$ cat src/rtl/sign_feeder_if.sv
// Handshake and core-bus bundle between a host, the sign_feeder and the signP core.
// Latency: none, wires only.
// Backpressure: tri/pt use valid-ready; res is a one-cycle strobe; the core bus is cadence-driven.
//
// Ports: tri_* triangle offer, pt_* test-point offer, res_* result strobe,
//        sp_* serial point bus to/from the edge-sign core.
// Modports: master = host/core side, slave = sign_feeder side.
interface sign_feeder_if #(parameter int W = 11);
   logic           tri_valid;
   logic           tri_ready;
   logic [3*W-1:0] tri_x;
   logic [3*W-1:0] tri_y;
   logic           pt_valid;
   logic           pt_ready;
   logic [W-1:0]   pt_x;
   logic [W-1:0]   pt_y;
   logic           res_valid;
   logic           res_s;
   logic [1:0]     res_edge;
   logic           sp_r;
   logic [W-1:0]   sp_i1;
   logic [W-1:0]   sp_i2;
   logic           sp_s;

   modport slave (
      input  tri_valid, tri_x, tri_y, pt_valid, pt_x, pt_y, sp_s,
      output tri_ready, pt_ready, res_valid, res_s, res_edge, sp_r, sp_i1, sp_i2
   );

   modport master (
      output tri_valid, tri_x, tri_y, pt_valid, pt_x, pt_y, sp_s,
      input  tri_ready, pt_ready, res_valid, res_s, res_edge, sp_r, sp_i1, sp_i2
   );
endinterface

$ cat src/rtl/sign_feeder.sv
// Feeds a triangle and test points to the signP edge-sign core and returns its sign results.
// Latency: point accept -> res_valid 5 cycles (15 with INSIDE_TEST_EN); one point per 5-cycle slot.
// Backpressure: pt_ready only in the PT slot; tri_ready in IDLE or in a PT slot with no point offered.
//
// Ports: clk, r_n (async active-low); bus (sign_feeder_if.slave) carries the triangle
//        and point handshakes, the result strobe and the core's sp_r/sp_i1/sp_i2/sp_s bus.
// Optional: `define INSIDE_TEST_EN issues each point against all three edges and
//           returns a single inside/outside verdict per point.
module sign_feeder #(
   parameter int W = 11
) (
   input  logic           clk,
   input  logic           r_n,
   sign_feeder_if.slave   bus
);

   typedef enum logic [3:0] {
      S_IDLE, S_RST, S_V0, S_V1, S_V2, S_PT, S_A, S_B, S_C, S_D
   } state_t;

   state_t         state_q;
   logic [3*W-1:0] tx_q;
   logic [3*W-1:0] ty_q;
   logic           sp_r_q;
   logic [W-1:0]   sp_i1_q;
   logic [W-1:0]   sp_i2_q;
   logic           live_q;
   logic           res_valid_q;
   logic           res_s_q;
   logic [1:0]     res_edge_q;
   logic [1:0]     edge_q;

   logic           grp_start_d;
   logic           pt_ready_d;
   logic           tri_ready_d;
   logic           pt_acc_d;
   logic           tri_acc_d;
   logic [1:0]     edge_inc_d;

`ifdef INSIDE_TEST_EN
   // grp_q counts the iteration within a point's three-edge group.
   logic [1:0]     grp_q;
   logic [1:0]     grp_edge_q;
   logic           s0_q;
   logic           s1_q;
   assign grp_start_d = (grp_q == 2'd0);
`else
   assign grp_start_d = 1'b1;
`endif

   assign pt_ready_d  = (state_q == S_PT) && grp_start_d;
   // A new triangle may only displace an empty slot; an offered point wins.
   assign tri_ready_d = r_n && ((state_q == S_IDLE) || (pt_ready_d && !bus.pt_valid));
   assign pt_acc_d    = pt_ready_d && bus.pt_valid;
   assign tri_acc_d   = tri_ready_d && bus.tri_valid;
   assign edge_inc_d  = (edge_q == 2'd2) ? 2'd0 : edge_q + 2'd1;

   always_ff @(posedge clk or negedge r_n) begin
      if (!r_n) begin
         state_q     <= S_IDLE;
         tx_q        <= '0;
         ty_q        <= '0;
         sp_r_q      <= 1'b1;
         sp_i1_q     <= '0;
         sp_i2_q     <= '0;
         live_q      <= 1'b0;
         res_valid_q <= 1'b0;
         res_s_q     <= 1'b0;
         res_edge_q  <= 2'd0;
         edge_q      <= 2'd0;
`ifdef INSIDE_TEST_EN
         grp_q       <= 2'd0;
         grp_edge_q  <= 2'd0;
         s0_q        <= 1'b0;
         s1_q        <= 1'b0;
`endif
      end else begin
         res_valid_q <= 1'b0;
         case (state_q)
            S_IDLE: begin
               sp_r_q <= 1'b1;
               if (tri_acc_d) begin
                  tx_q    <= bus.tri_x;
                  ty_q    <= bus.tri_y;
                  edge_q  <= 2'd0;
                  state_q <= S_RST;
               end
            end
            S_RST: begin
               sp_r_q  <= 1'b0;
               sp_i1_q <= tx_q[W-1:0];
               sp_i2_q <= ty_q[W-1:0];
               state_q <= S_V0;
            end
            S_V0: begin
               sp_i1_q <= tx_q[2*W-1:W];
               sp_i2_q <= ty_q[2*W-1:W];
               state_q <= S_V1;
            end
            S_V1: begin
               sp_i1_q <= tx_q[3*W-1:2*W];
               sp_i2_q <= ty_q[3*W-1:2*W];
               state_q <= S_V2;
            end
            S_V2: state_q <= S_PT;
            S_PT: begin
               if (tri_acc_d) begin
                  // Reload: drop this slot and restart the core with the new triangle.
                  tx_q    <= bus.tri_x;
                  ty_q    <= bus.tri_y;
                  sp_r_q  <= 1'b1;
                  edge_q  <= 2'd0;
                  live_q  <= 1'b0;
`ifdef INSIDE_TEST_EN
                  grp_q   <= 2'd0;
`endif
                  state_q <= S_RST;
               end else begin
                  if (pt_acc_d) begin
                     sp_i1_q <= bus.pt_x;
                     sp_i2_q <= bus.pt_y;
                     live_q  <= 1'b1;
                  end else if (grp_start_d) begin
                     // Bubble: bus keeps the last point so the core sees a stable value.
                     live_q  <= 1'b0;
                  end
                  state_q <= S_A;
               end
            end
            S_A: state_q <= S_B;
            S_B: state_q <= S_C;
            S_C: state_q <= S_D;
            S_D: begin
               edge_q  <= edge_inc_d;
               state_q <= S_PT;
`ifdef INSIDE_TEST_EN
               case (grp_q)
                  2'd0: begin
                     s0_q       <= bus.sp_s;
                     grp_edge_q <= edge_q;
                     // A bubble uses up one iteration without opening a group.
                     grp_q      <= live_q ? 2'd1 : 2'd0;
                  end
                  2'd1: begin
                     s1_q  <= bus.sp_s;
                     grp_q <= 2'd2;
                  end
                  default: begin
                     res_s_q     <= (s0_q == s1_q) && (s1_q == bus.sp_s);
                     res_valid_q <= live_q;
                     res_edge_q  <= grp_edge_q;
                     grp_q       <= 2'd0;
                  end
               endcase
`else
               res_s_q     <= bus.sp_s;
               res_valid_q <= live_q;
               res_edge_q  <= edge_q;
`endif
            end
            default: state_q <= S_IDLE;
         endcase
      end
   end

   assign bus.tri_ready = tri_ready_d;
   assign bus.pt_ready  = pt_ready_d;
   assign bus.res_valid = res_valid_q;
   assign bus.res_s     = res_s_q;
   assign bus.res_edge  = res_edge_q;
   assign bus.sp_r      = sp_r_q;
   assign bus.sp_i1     = sp_i1_q;
   assign bus.sp_i2     = sp_i2_q;

endmodule

$ cat src/flat_wrapper.sv
// flat-port wrapper written by rule: the top's interface ports become plain ports
module sign_feeder_flat 
#(
   parameter int W = 11
)
  (clk, r_n, bus_tri_valid, bus_tri_x, bus_tri_y, bus_pt_valid, bus_pt_x, bus_pt_y, bus_sp_s, bus_tri_ready, bus_pt_ready, bus_res_valid, bus_res_s, bus_res_edge, bus_sp_r, bus_sp_i1, bus_sp_i2);
  sign_feeder_if #(.W(W)) bus_i ();
  input  logic clk;
  input  logic r_n;
  input wire logic [$bits(bus_i.tri_valid)-1:0] bus_tri_valid;
  input wire logic [$bits(bus_i.tri_x)-1:0] bus_tri_x;
  input wire logic [$bits(bus_i.tri_y)-1:0] bus_tri_y;
  input wire logic [$bits(bus_i.pt_valid)-1:0] bus_pt_valid;
  input wire logic [$bits(bus_i.pt_x)-1:0] bus_pt_x;
  input wire logic [$bits(bus_i.pt_y)-1:0] bus_pt_y;
  input wire logic [$bits(bus_i.sp_s)-1:0] bus_sp_s;
  output wire logic [$bits(bus_i.tri_ready)-1:0] bus_tri_ready;
  output wire logic [$bits(bus_i.pt_ready)-1:0] bus_pt_ready;
  output wire logic [$bits(bus_i.res_valid)-1:0] bus_res_valid;
  output wire logic [$bits(bus_i.res_s)-1:0] bus_res_s;
  output wire logic [$bits(bus_i.res_edge)-1:0] bus_res_edge;
  output wire logic [$bits(bus_i.sp_r)-1:0] bus_sp_r;
  output wire logic [$bits(bus_i.sp_i1)-1:0] bus_sp_i1;
  output wire logic [$bits(bus_i.sp_i2)-1:0] bus_sp_i2;
  assign bus_i.tri_valid = bus_tri_valid;
  assign bus_i.tri_x = bus_tri_x;
  assign bus_i.tri_y = bus_tri_y;
  assign bus_i.pt_valid = bus_pt_valid;
  assign bus_i.pt_x = bus_pt_x;
  assign bus_i.pt_y = bus_pt_y;
  assign bus_i.sp_s = bus_sp_s;
  assign bus_tri_ready = bus_i.tri_ready;
  assign bus_pt_ready = bus_i.pt_ready;
  assign bus_res_valid = bus_i.res_valid;
  assign bus_res_s = bus_i.res_s;
  assign bus_res_edge = bus_i.res_edge;
  assign bus_sp_r = bus_i.sp_r;
  assign bus_sp_i1 = bus_i.sp_i1;
  assign bus_sp_i2 = bus_i.sp_i2;
  sign_feeder #(.W(W)) u_core (.clk(clk), .r_n(r_n), .bus(bus_i));
endmodule
$ cat config.mk
export PLATFORM = sky130hd
export DESIGN_NAME = sign_feeder_flat
export DESIGN_NICKNAME = d
export VERILOG_FILES = /design/src/rtl/sign_feeder_if.sv /design/src/rtl/sign_feeder.sv /design/src/flat_wrapper.sv
export SDC_FILE = /design/constraint.sdc
export NUM_CORES = 1
export LEC_CHECK = 0
export ABC_AREA = 1
export CORE_MARGIN = 1.5
export CORE_UTILIZATION = 30
export DETAILED_ROUTE_END_ITERATION = 12
export GPL_ROUTABILITY_DRIVEN = 1
export GPL_TIMING_DRIVEN = 1
export PLACE_DENSITY_LB_ADDON = 0.12
export SYNTH_ARGS = -nofsm -noshare
export SYNTH_HDL_FRONTEND = slang
export SYNTH_SLANG_ARGS = --single-unit
export TNS_END_PERCENT = 5
$ cat constraint.sdc
create_clock -name clk -period 1.8 [get_ports clk]
set_clock_uncertainty 0.15 [all_clocks]
set_input_delay 0.27 -clock clk [delete_from_list [all_inputs] [get_ports clk]]
set_output_delay 0.27 -clock clk [all_outputs]
set_load 0.02 [all_outputs]
==> key figures, run 1 <==
Floorplan
  • Initial Utilization: around 31%
  • Die ar.: around 16000 µm²
  • Die X-Extent: approximately 130 µm
  • Row Count: 45
  • CORE AREA: approximately 15000 µm²
  • Die H: 128.2 µm
  • # IOs: 122

Power and ir drop
  • Psw: 4.682 mW
  • Power Dens Cells: 1639 nW/µm²
  • Max VDD drop: 0.7184 mV
  • Comb pwr share: between 40 and 50%
  • Reg power frac: between 30% and 40%
  • Clock power frac: between 10% and 20%
  • P_int: between 6 and 7 mW
  • Leak Pwr: between 3 and 4 nW
  • Switching fraction of total power: 41.76%

Placement
  • HPWL Detailed: a little under 10000 µm
  • Placed Cells: 929
  • Port buffer count: 121
  • Placer Congestion: 0.8042

Worst hold path
  • Hold Path Class: in -> async

Layout
  • Fillers: ~1.6k
  • Most frequent cells in the layout: nand2_1 (222), nand3_1 (139), clkdlybuf4s50_1 (114)
  • Layout Nets: between 800 and 900
  • Finished Layout Cells: about 950
  • Area delta synth->final: 45.40%
  • Most common cell after layout, fill and taps aside: nand2_1
  • Multi-input logic area: around 1900 µm²
  • Share of layout cells above drive strength 1: a little over a tenth
  • Ant. Diodes: 0
  • Storage element area: around 2500 µm²

Clock tree
  • Later-pin clock latency in the skew report: 0.35 ns
  • CTS tree: done
  • Clock Sinks: 100
  • Clock root cell: clkbuf_16
  • Clock Path Buffers: 2
  • H-tree levels: 3
  • Clk pin slew, worst setup/hold paths: about 0.070 ns
  • CTS Buf Count: 9

Status
  • Outcome: finished with violations
  • Failing checks: hold timing, setup timing

Setup path
  • CP Class: reg -> out
  • Worst setup path startpoint: u_core.state_q[2]
  • CP endpoint: bus_tri_ready
  • Kind of end point of the critical path: output pin
  • R2R Setup Slk: -0.02 ns
  • Arrival time at the worst endpoint: between 1 and 1.5 ns
  • CP max FO: 3
  • Critical R2R Launch: u_core.state_q[2]
  • Crit path required time: between 1 and 1.5 ns
  • RR Endpoint: u_core.ty_q[10]
  • Worst reg2reg path depth: 10
  • Startpoint types: flip-flop

Timing
  • Slew @ Worst Pin: 0.5767 ns
  • Fin. max-slew vios: 0
  • Rel. slew slack: around three fifths
  • F_max: approximately 540 MHz
  • RSZ-0062 raised after global routing: true
  • Fin crit share: 103.3%
  • Tmin final: around 1.9 ns
  • Endpoints failing hold: 99
  • Setup WS post-layout: -0.05860 ns
  • # setup viols final: 54
  • Hold slack: -0.1688 ns
  • Setup TNS: -0.6552 ns

Routing
  • Routed WL: 15900 µm
  • Post-route ant nets: 0
  • DR vias/cell: 4.721
  • Drt first pass iters: 5
  • WL per Instance: roughly 17 µm
  • DR iter-0 viols: 328
  • # DRC: 0
  • Vias: 4504

Synth
  • Yosys warnings: 0
  • Synth Instances: about 600
  • Asr flop ratio synth: between 90% and 100%
  • Post-synth cell types: 20
  • Syn Area/Cell: approximately 8 µm²
  • Synth Cell Area: roughly 4700 µm²
  • Ys flop type: dfrtp_1
  • FF+latch count, synth: 100
  • EDFF count, synth: 0
  • Seq/Total Area, Yosys: 53.22%
  • Syn_nets: roughly 700

GRT
  • Number of global-route vias before repair: around 4.6k
  • Pin count of the biggest net entering global routing: between 100 and 150
  • First-pass GRT wire length: approximately 24000 µm
  • All-layer global routing usage: 19.33%
  • Total gr overflow: 0
  • Initial antenna violation count: 1

Run
  • Max Cap Viol: 0
==> how the worst min path moves through the flow <==
stage / endpoint / startpoint / slack, ns
final: u_core.bus.sp_i2[4] / r_n / -0.17
after global routing: u_core.bus.sp_i2[4] / r_n / -0.1
after CTS: u_core.bus.sp_i2[4] / r_n / -0.11
after detailed placement: u_core.bus.sp_i2[4] / r_n / 0.26
after global placement: u_core.bus.sp_i2[4] / r_n / 0.26
after floorplan: u_core.bus.res_edge[0] / r_n / -0.18
==> area by class of cell <==
class | instances | area share (%)
multi-input combinational | 430 | 27.89
clock buffer | 13 | 3.805
timing repair inverter | 1 | 0.09146
sequential | 100 | 36.60
inverter | 32 | 1.829
tap | 211 | 3.860
clock inverter | 2 | 0.1463
timing repair buffer | 165 | 25.77
==> registers in the layout, indices dropped and copies added, names as in the netlist <==
name / cells
u_core.bus.sp_r: 1
u_core.bus.sp_i2: 11
u_core.tx_q: 33
u_core.live_q: 1
u_core.state_q: 4
u_core.bus.res_s: 1
u_core.bus.res_edge: 2
u_core.edge_q: 2
u_core.bus.sp_i1: 11
u_core.ty_q: 33
u_core.bus.res_valid: 1
==> power by group through the flow <==
stage,clock [mW],sequential [mW],combinational (mW)
final,1.83,3.81,5.57
after global routing,1.97,3.93,6.17
after CTS,1.87,3.81,5.31
after detailed placement,0,3.84,5.02
after global placement,0,3.81,4.96
after floorplan,0,4.00,2.77
==> cell families after synthesis <==
group | share of synthesized area (%)
simple gates | 36.44
flops | 53.22
buf+inv | 7.021
compound gates | 3.324
==> per-layer routing <==
metal	up-vias	GRT usage, %	wire length [µm]
met2	102	31.69	7473
li1	2206	-	-
met5	-	0	7
met1	2179	25.71	7513
met4	2	6.609	236
met3	15	3.589	669
==> worst max-delay path, stage by stage, from the launching register on <==
cell      delay [ns]
dfrtp_1         0.41
inv_1           0.07
nor2_2          0.11
nand3_2         0.15
a21boi_4        0.21
buf_6           0.14
==> repair_timing <==
item	4_1_cts	5_1_grt
pin swaps	2	3
hold endpoints to repair	99	99
setup endpoints to repair	90	94
gates resized for setup	25	16
buffers inserted	1	1
cloned	2	7
==> Yosys cell counts (3+ instances only) <==
master / count / area [µm²]
nand2_1: 226 / 848.3
buf_6: 4 / 45.04
o21ai_0: 13 / 65.06
nand3_2: 3 / 30.03
clkbuf_1: 16 / 60.06
nor2_2: 3 / 18.77
o21ai_1: 12 / 60.06
buf_2: 15 / 75.07
inv_1: 30 / 112.6
nand3_1: 139 / 695.7
dfrtp_1: 99 / 2477
nor2_1: 26 / 97.59
a21oi_1: 4 / 20.02
buf_4: 4 / 30.03
==> through the flow <==
stage | utilization, % | power (mW) | setup WS (ns) | cell area [µm²]
4_1_cts | 43.30 | 10.99 | -0.1116 | 6608
3_5_place_dp | 41.06 | 8.853 | -0.4514 | 6265
5_1_grt | 44.83 | 12.07 | -0.1295 | 6840
2_1_floorplan | - | 6.777 | 0.2383 | 4705
6_report | 44.83 | 11.21 | -0.05860 | 6840
3_3_place_gp | 41.06 | 8.779 | -0.4635 | 6265
Power figures use the tool's default switching activity.
==> run 2: changes to the inputs <==
--- a/config.mk
+++ b/config.mk
@@ -10,7 +10,7 @@
 export CORE_UTILIZATION = 30
 export DETAILED_ROUTE_END_ITERATION = 12
 export GPL_ROUTABILITY_DRIVEN = 1
-export GPL_TIMING_DRIVEN = 1
+export GPL_TIMING_DRIVEN = 0
 export PLACE_DENSITY_LB_ADDON = 0.12
 export SYNTH_ARGS = -nofsm -noshare
 export SYNTH_HDL_FRONTEND = slang
==> key figures, run 2 (synthesis results as in run 1) <==
Timing
  • Fin. max-slew vios: 0 (unchanged)
  • Setup WS post-layout: -0.1290 ns (-0.07044 ns)
  • Fin crit share: 107.2% (+3.9 points)
  • Tmin final: 1.929 ns (+0.07044 ns)
  • Endpoints failing hold: 39 (-61%)
  • Setup TNS: -0.5230 ns (+0.1322 ns)
  • # setup viols final: 20 (-63%)
  • Hold slack: -0.3013 ns (-0.1325 ns)
  • Slew @ Worst Pin: 0.5301 ns (-0.04665 ns)
  • RSZ-0062 raised after global routing: true
  • Rel. slew slack: 64.66% (+3.1 points)
  • F_max: 518.4 MHz (-3.7%)

GRT
  • GR peak layer: met2
  • Number of global-route vias before repair: 4689 (+2.4%)
  • Met3 Usage GRT: 2.796% (-0.79 points)
  • All-layer global routing usage: 20.53% (+1.2 points)
  • First-pass GRT wire length: 25190 µm (+4.7%)
  • Total gr overflow: 0 (unchanged)
  • Met1 Use GR: 27.92% (+2.2 points)
  • Pin count of the biggest net entering global routing: 43 (-59%)
  • Initial antenna violation count: 0 (-1)
  • Met2 Use GR: 32.70% (+1.0 points)

Setup path
  • CP Class: reg -> out
  • Crit path required time: 1.38 ns (about the same)
  • CP max FO: 5 (+2)
  • Kind of end point of the critical path: output pin
  • Startpoint types: flip-flop
  • Arrival time at the worst endpoint: 1.51 ns (+0.07 ns)

Layout
  • Finished Layout Cells: 963 (+0.94%)
  • Largest registers: u_core.tx_q: 33 flops, u_core.ty_q: 33 flops
  • Ant. Diodes: 0 (unchanged)
  • Layout Nets: 840 (+0.96%)
  • Area delta synth->final: 44.04%
  • Most common cell after layout, fill and taps aside: nand2_1
  • Share of layout cells above drive strength 1: 11.04% (+0.27 points)
  • Fillers: 1612 (+3.5%)
  • Final core utilization: 44.41% (-0.42 points)
  • Most frequent cells in the layout: nand2_1 (222), nand3_1 (139), clkdlybuf4s50_1 (115)

Placement
  • HPWL Detailed: 11260 µm (+15%)
  • Placed Cells: 933 (+0.43%)
  • Port buffer count: 120 (-0.83%)
  • Placer Congestion: 0.9135 (+14%)

Routing
  • DR iter-0 viols: 339 (+3.4%)
  • Post-route ant nets: 0 (unchanged)
  • DR vias/cell: 4.784 (+1.3%)
  • Drt first pass iters: 5 (unchanged)
  • Routed WL: 16170 µm (+1.7%)
  • WL per Instance: 16.80 µm (+0.77%)
  • # DRC: 0 (unchanged)
  • Vias: 4607 (+2.3%)

Floorplan
  • Initial Utilization: 30.83% (unchanged)
  • Die X-Extent: 128.2 µm (unchanged)
  • Row Count: 45 (unchanged)
  • Die ar.: 16440 µm² (unchanged)
  • CORE AREA: 15260 µm² (unchanged)
  • # IOs: 122 (unchanged)
  • Die H: 128.2 µm (unchanged)

Clock tree
  • Clk pin slew, worst setup/hold paths: 0.07 ns (about the same)
  • Clock Path Buffers: 2 (unchanged)
  • CTS tree: done
  • Later-pin clock latency in the skew report: 0.35 ns (about the same)
  • CTS Buf Count: 9 (unchanged)
  • Clock Sinks: 100 (unchanged)
  • H-tree levels: 3 (unchanged)
  • Clock root cell: clkbuf_16

Power and ir drop
  • P_int: 6.675 mW (+2.2%)
  • Power Dens Cells: 1685 nW/µm² (+2.8%)
  • Clock power frac: 17.4% (+1.1 points)
  • Leak Pwr: 3.367 nW (-1.7%)
  • Max VDD drop: 0.7915 mV (+10%)
  • Switching fraction of total power: 41.52% (-0.24 points)
  • Psw: 4.740 mW (+1.2%)
  • Reg power frac: 33.6% (-0.4 points)
  • Pwr Total: 11.42 mW (+1.8%)
  • Comb pwr share: 49.0% (-0.7 points)

Status
  • Failing checks: hold timing, setup timing
  • Outcome: finished with violations

Run
  • Max Cap Viol: 0 (unchanged)

Worst hold path
  • Hold Path Class: in -> async
==> run 2: cell count changes in the layout (fill, tap and decap cells not counted), moves of 2 or more <==
cell | before | now
buf_8 | 0 | 4
o21ai_1 | 12 | 19
clkbuf_2 | 0 | 2
dfrtp_1 | 99 | 96
buf_6 | 6 | 10
clkbuf_1 | 2 | 11
buf_12 | 5 | 1
dfrtp_2 | 0 | 3
o21ai_0 | 13 | 6
buf_2 | 1 | 10
clkbuf_16 | 15 | 9
buf_4 | 28 | 18
clkbuf_4 | 0 | 2
==> run 2: worst max-delay path, cell delays in order (launching register included) <==
cell      delay (ns)
dfrtp_2         0.46
nor2_4          0.13
nand3_4         0.11
a21boi_4        0.20
buf_6           0.14
buf_6           0.11
==> run 2: area by class of cell <==
type	count	area (µm²)	share of cell area, %
Multi-Input combinational cell	430	1921	28.34
Sequential cell	100	2507	37.00
Buffer	39	305.3	4.505
Tap cell	211	264.0	3.896
Clock inverter	2	35.03	0.5170
Inverter	32	120.1	1.773
Clock buffer	14	264.0	3.896
Timing Repair Buffer	135	1360	20.07
==> run 2: path summary, 6_finish.rpt <==
kind	depth (start not counted)	slack, ns	to	start
worst min register to register	2	0.32	u_core.bus.sp_r	u_core.bus.sp_r
worst max register to register	10	-0.03	u_core.tx_q[31]	u_core.state_q[2]
worst max-delay path	5	-0.13	bus_tri_ready	u_core.state_q[3]
min in group clk	3	0.31	u_core.bus.res_s	bus_sp_s
max in group asynchronous	2	1.10	u_core.state_q[2]	r_n
worst min-delay path	1	-0.30	u_core.ty_q[30]	r_n
==> run 2: per-layer routing <==
| metal | up-vias | wire length [µm] |
|---|---|---|
| met5 | - | 0 |
| met2 | 151 | 7455 |
| li1 | 2217 | - |
| met4 | 0 | 425 |
| met1 | 2209 | 7566 |
| met3 | 30 | 725 |
==> run 2: per-stage QoR <==
step           area [µm²]  setup WS [ns]
2_1_floorplan        4705         0.2383
3_3_place_gp         6170         -4.427
3_5_place_dp         6195         -1.040
4_1_cts              6724        -0.1675
5_1_grt              6777        -0.1862
6_report             6777        -0.1290
==> run 2: power groups by stage <==
| stage | sequential, mW | clock, mW | combinational, mW |
|---|---|---|---|
| finish | 3.83 | 1.99 | 5.59 |
| global route | 3.95 | 2.10 | 6.19 |
| CTS | 3.82 | 2.02 | 5.41 |
| detailed placement | 3.85 | 0 | 4.90 |
| global placement | 3.83 | 0 | 4.83 |
| floorplan | 4.00 | 0 | 2.77 |
==> run 2: repair_timing <==
item / 4_1_cts / 5_1_grt
pin swaps: 6 / 4
endpoints found under the setup margin: 70 / 94
gates cloned: 1 / 0
buffers inserted: 12 / 1
hold endpoints to repair: 39 / 39
gates resized for setup: 52 / 26
